**src/rtl/rxparity.sv**
```systemverilog
// Serial frame receiver: start, 8 data bits LSB first, parity, stop.
// Parity mode is captured at the start bit and checked at the stop bit.
module rxparity (
  input  logic       i_Pclk,
  input  logic       i_Rst,
  input  logic       i_BitEn,
  input  logic       i_Rx,
  input  logic [1:0] i_Parity,
  output logic [7:0] o_Data,
  output logic       o_Valid,
  output logic       o_ParityErr,
  output logic       o_FrameErr,
  output logic       o_Busy
);

  typedef enum logic [1:0] {
    IDLE,
    DATA,
    PARITY,
    STOP
  } state_t;

  state_t     state;
  state_t     state_nxt;
  logic [2:0] bit_cnt;
  logic [7:0] shift;
  logic [1:0] mode;
  logic       par_bit;
  logic       ones_odd;
  logic       par_err;

  assign ones_odd = ^shift ^ par_bit;
  assign o_Busy   = (state != IDLE);

  always_comb begin
    par_err = 1'b0;
    unique case (mode)
      2'b01:   par_err = ones_odd;
      2'b10:   par_err = ~ones_odd;
      default: par_err = 1'b0;
    endcase
  end

  always_comb begin
    state_nxt = state;
    if (i_BitEn) begin
      unique case (state)
        IDLE:   if (!i_Rx) state_nxt = DATA;
        DATA:   if (bit_cnt == 3'd7) state_nxt = PARITY;
        PARITY: state_nxt = STOP;
        STOP:   state_nxt = IDLE;
        default: state_nxt = IDLE;
      endcase
    end
  end

  always_ff @(posedge i_Pclk or posedge i_Rst) begin
    if (i_Rst) begin
      state <= IDLE;
    end else begin
      state <= state_nxt;
    end
  end

  always_ff @(posedge i_Pclk or posedge i_Rst) begin
    if (i_Rst) begin
      bit_cnt     <= 3'd0;
      shift       <= 8'h00;
      mode        <= 2'b00;
      par_bit     <= 1'b0;
      o_Data      <= 8'h00;
      o_Valid     <= 1'b0;
      o_ParityErr <= 1'b0;
      o_FrameErr  <= 1'b0;
    end else begin
      o_Valid <= 1'b0;
      if (i_BitEn) begin
        unique case (state)
          IDLE: begin
            if (!i_Rx) begin
              bit_cnt <= 3'd0;
              mode    <= i_Parity;
            end
          end
          DATA: begin
            shift   <= {i_Rx, shift[7:1]};
            bit_cnt <= bit_cnt + 3'd1;
          end
          PARITY: par_bit <= i_Rx;
          STOP: begin
            o_Data      <= shift;
            o_Valid     <= 1'b1;
            o_ParityErr <= par_err;
            o_FrameErr  <= ~i_Rx;
          end
          default: ;
        endcase
      end
    end
  end

endmodule

```
**config.mk**
```make
export PLATFORM = sky130hd
export DESIGN_NAME = rxparity
export DESIGN_NICKNAME = d
export VERILOG_FILES = /design/src/rtl/rxparity.sv
export SDC_FILE = /design/constraint.sdc
export NUM_CORES = 1
export LEC_CHECK = 0
export ABC_CLOCK_PERIOD_IN_PS = 2900
export CELL_PAD_IN_SITES_DETAIL_PLACEMENT = 1
export CELL_PAD_IN_SITES_GLOBAL_PLACEMENT = 1
export CORE_UTILIZATION = 46
export DETAILED_ROUTE_END_ITERATION = 12
export HOLD_SLACK_MARGIN = 0.12
export PLACE_DENSITY_LB_ADDON = 0.1
export SETUP_SLACK_MARGIN = 0.05
export SLEW_MARGIN = 20
export SYNTH_ARGS = -nofsm -noshare
export SYNTH_HDL_FRONTEND = slang
export SYNTH_SLANG_ARGS = --single-unit
export TNS_END_PERCENT = 50
```
**constraint.sdc**
```tcl
create_clock -name i_Pclk -period 2.9 [get_ports i_Pclk]
set_clock_uncertainty 0.05 [all_clocks]
set_input_delay 0.58 -clock i_Pclk [delete_from_list [all_inputs] [get_ports i_Pclk]]
set_output_delay 0.58 -clock i_Pclk [all_outputs]
set_load 0.1 [all_outputs]
```
======== Word-level counts from Yosys, hierarchy flattened ========
Index checks and enable logic that the tools add are counted.
cells by class
  $add $sub $neg .......................... 1
  eq/ne operators ......................... 8
  muxes and demuxes ....................... 8
  bitwise logic cells ..................... 3
  reductions and logical operators ........ 10
operators with widths
  cell                                                                    count
  3-bit AND reduction                                                     3
  2-bit case mux with 4 select lines                                      1
  8-bit parity                                                            1
  2-bit equality test (second input constant)                             3
  3-bit case mux with 2 select lines                                      1
  2-bit AND reduction                                                     3
  2-bit by 1-bit equality test with 1-bit output (second input constant)  2
  2-bit two-way mux                                                       2
  2-bit inequality test (second input constant)                           2
  2-bit nonzero test                                                      2
  3-bit by 1-bit adder with 3-bit output (second input constant)          1
  3-bit equality test (second input constant)                             1
  3-bit two-way mux                                                       1
  2-bit zero test                                                         1
  1-bit two-way mux                                                       2
  1-bit inverter                                                          2
  1-bit case mux with 2 select lines                                      1
  1-bit bitwise XOR                                                       1
word-level totals
  flip-flop bits (word level) ............. 27
  bits of input ports ..................... 6
  output and inout port bits .............. 12
  word-level logic and storage cells ...... 39

======== Longest topological paths before layout ========
  word-level depth ........................ 4
  depth in mapped cells ................... 6
  mapped depth without buffers ............ 6

======== Least setup slack after synthesis ========
Ideal clock, no wire load.
  path type ............................... register -> output
  start ................................... reg state[0]
  end ..................................... out o_Busy
  data arrival time ....................... 1.262 ns
  data required time ...................... 2.270 ns
  slack ................................... 1.008 ns
  stages on the path, launching flop included .. 4
  path buffers ............................ 0
  path through ............................ dfrtp_1 > inv_1 > ha_1 > inv_1
between the ends
  word-level cells in the longest chain between the ends .. 1
ends and longest elaborated chain
  item                    line  source
  from (decl)             23    state_t state;
  from (signal assigned)  61    state <= state_nxt;
  2-bit nonzero test      33    assign o_Busy = (state != IDLE);
  to (decl)               13    output logic o_Busy
No other way between the ends.

======== Worst setup path after layout ========
Same ends and word-level chain as after synthesis.

==> impl_metrics.ini <==
[cts]
clockBufferDepth = 2
post_cts.repair.setup_buffers = 0
h_tree_depth_reported_by_cts = 1
tritoncts_clock_tree = built
path_clk_slew_ns = 0.14
worstSkewPairLatency_ns = 0.32
post_cts_resize_count = 0
tritoncts_num_sinks = 27
post_cts_hold_buffer_count = 0
cts_root_buffer = clkbuf_4
cts_made_buffers = 3

[yosys]
yosysSeqAreaShare = 0.541
synth.ff_latch_count = 27
synth_top_area_frac = 0.541
syn_nets = 105
warnings_synthesis = 0
yosys-top-cells-area = dfrtp_1 (54%), mux2_2 (17%), ha_1 (6.0%)
synth_largest_area_cell = dfrtp_1
synth_area_um2 = 1250
synth_area_per_cell_um2 = 13.4
syn_inst = 93
yosysUniqueCellTypes = 23

[placed_design]
placed_cells = 140
routabilityCongestion = 0.662
io_buffers = 17
dpl.hpwl_mm = 1.69
pre_cts_slack_ns = 0.600

[die]
die_area_um2 = 2930
die_x_um = 54.1
top_level_ports = 18
initial_utilization = 0.496
die-height_um = 54.1
rows = 18
fp.coreArea_um2 = 2520

[drt]
post-route-drc-count = 0
avgViaCountPerCell = 5.33
drt_first_iter_violations = 1
dr.pass1.iters = 3
via_count = 768
ant_nets = 0
avgRoutedWirePerCell_um = 15.5
postRouteWirelength_mm = 2.23

[global_route]
first_global_vias = 791
initial_antenna_violation_count = 0
largest_net_degree_at_the_start_of_global_routing = 28
grtUsageTotal = 0.186
globalRoute.totalOverflow = 0
wire_length_of_the_first_global_routing_pass_mm = 3.77

[cells_and_area]
design.final.nets = 127
final_cell_count_no_fill = 144
area_growth_pct = 16.9
layout.cells.most_common_list = dfrtp_1 (27), mux2_2 (19), buf_4 (14), nand2_1 (7), ha_1 (6)
mostFrequentLayoutCell = dfrtp_1
final_layout_size_suffix_gt1_frac = 0.325
antennaDiodeCount = 0

[timing]
max_freq_ghz = 0.477
relSlewSlack = 0.716
rsz0062_at_grt = false
post-route-min-period_ns = 2.10
final.setup.worst_slack_ns = 0.802
number_of_failing_hold_endpoints_at_the_final_stage = 0
final_min_period_over_clock_period = 0.723
timing_worst_slew_pin_value_ns = 0.426
setup-tns-final_ns = 0
timing.final.setup_violations = 0
final_max_slew_viol_count = 0

[setup_path]
crit_path_end_kind = output port
timing.setup.critical_path_class = reg -> out
worstPathArrival_ns = 1.47
setup.worst_path.start = state[0]
worst_ep_required_ns = 2.27
crit_path_start_kind = flip-flop
rr_startpoint = state[0]
worst_path_max_fanout = 5
rr_worst_depth = 5

[min_path]
hold_path_class = reg -> reg
min_path_cells = 2
worst_hold_startpoint = o_FrameErr

[outcome]
status = finished, final reports clean

[job]
timing.max_cap.violations = 0
==> state kept, by name (all words and copies together) (netlist names) <==
signal	cells
bit_cnt	3
par_bit	1
o_ParityErr	1
o_Valid	1
shift	8
o_FrameErr	1
state	2
o_Data	8
mode	2
==> final timing paths <==
path	slack (ns)	to
worst max-delay path	0.80	o_Busy
worst min-delay path	0.46	o_FrameErr
worst max register to register	1.08	bit_cnt[1]
worst min register to register	0.46	o_FrameErr
max in group asynchronous	1.97	shift[7]
min in group asynchronous	0.57	o_Data[1]
==> per-layer routing <==
layer | GRT usage | vias to the layer above | part of all wire
li1 | - | 371 | -
met1 | 0.246 | 381 | 0.45
met2 | 0.293 | 12 | 0.51
met3 | 0.0282 | 4 | 0.024
met4 | 0.0983 | 0 | 0.021
met5 | 0 | - | 0
==> cell type report <==
cell class                 instances  area, µm²
clock buffer                       4       26.3
timing repair buffer              19        155
inverter                           5       18.8
multi-input combinational         59        548
fill                             262       1060
tap                               30       37.5
sequential                        27        676
==> kinds of logic (layout without fill, tap and decap cells) <==
group / Yosys count / count (layout) / share of synthesized area
compound gates: 11 / 11 / 0.0601
mux: 19 / 19 / 0.171
xor+xnor: 6 / 6 / 0.0761
flops: 27 / 27 / 0.541
simple gates: 17 / 17 / 0.0711
fa+ha+maj: 6 / 6 / 0.0601
buf+inv: 7 / 28 / 0.0210
==> synthesized netlist by cell type, drive strengths merged <==
| cell type | instances |
|---|---|
| clkbuf | 2 |
| dfrtp | 27 |
| o21ai | 3 |
| nor3 | 2 |
| nand2 | 7 |
| xor3 | 1 |
| nor2 | 3 |
| a31o | 1 |
| xnor2 | 2 |
| or4b | 1 |
| o21a | 1 |
| xnor3 | 2 |
| ha | 6 |
| a31oi | 1 |
| xor2 | 1 |
| a21boi | 1 |
| nand3b | 1 |
| inv | 5 |
| a32o | 2 |
| a21oi | 2 |
| nand4b | 2 |
| mux2 | 19 |
| nand2b | 1 |
==> critical path, stage by stage (launching register included) <==
cell,delay [ns]
dfrtp_1,0.44
inv_1,0.08
ha_1,0.27
inv_1,0.08
buf_4,0.28
==> metrics by stage <==
stage	instance area (µm²)	utilization	hold WS [ns]
floorplan	1250	-	0.413
global placement	1440	0.569	0.414
detailed placement	1440	0.569	0.436
CTS	1460	0.579	0.471
global route	1460	0.579	0.499
finish	1460	0.579	0.464
Power is not shown: default switching activity piles up to over one toggle a cycle in this logic, so the estimate is an artifact.
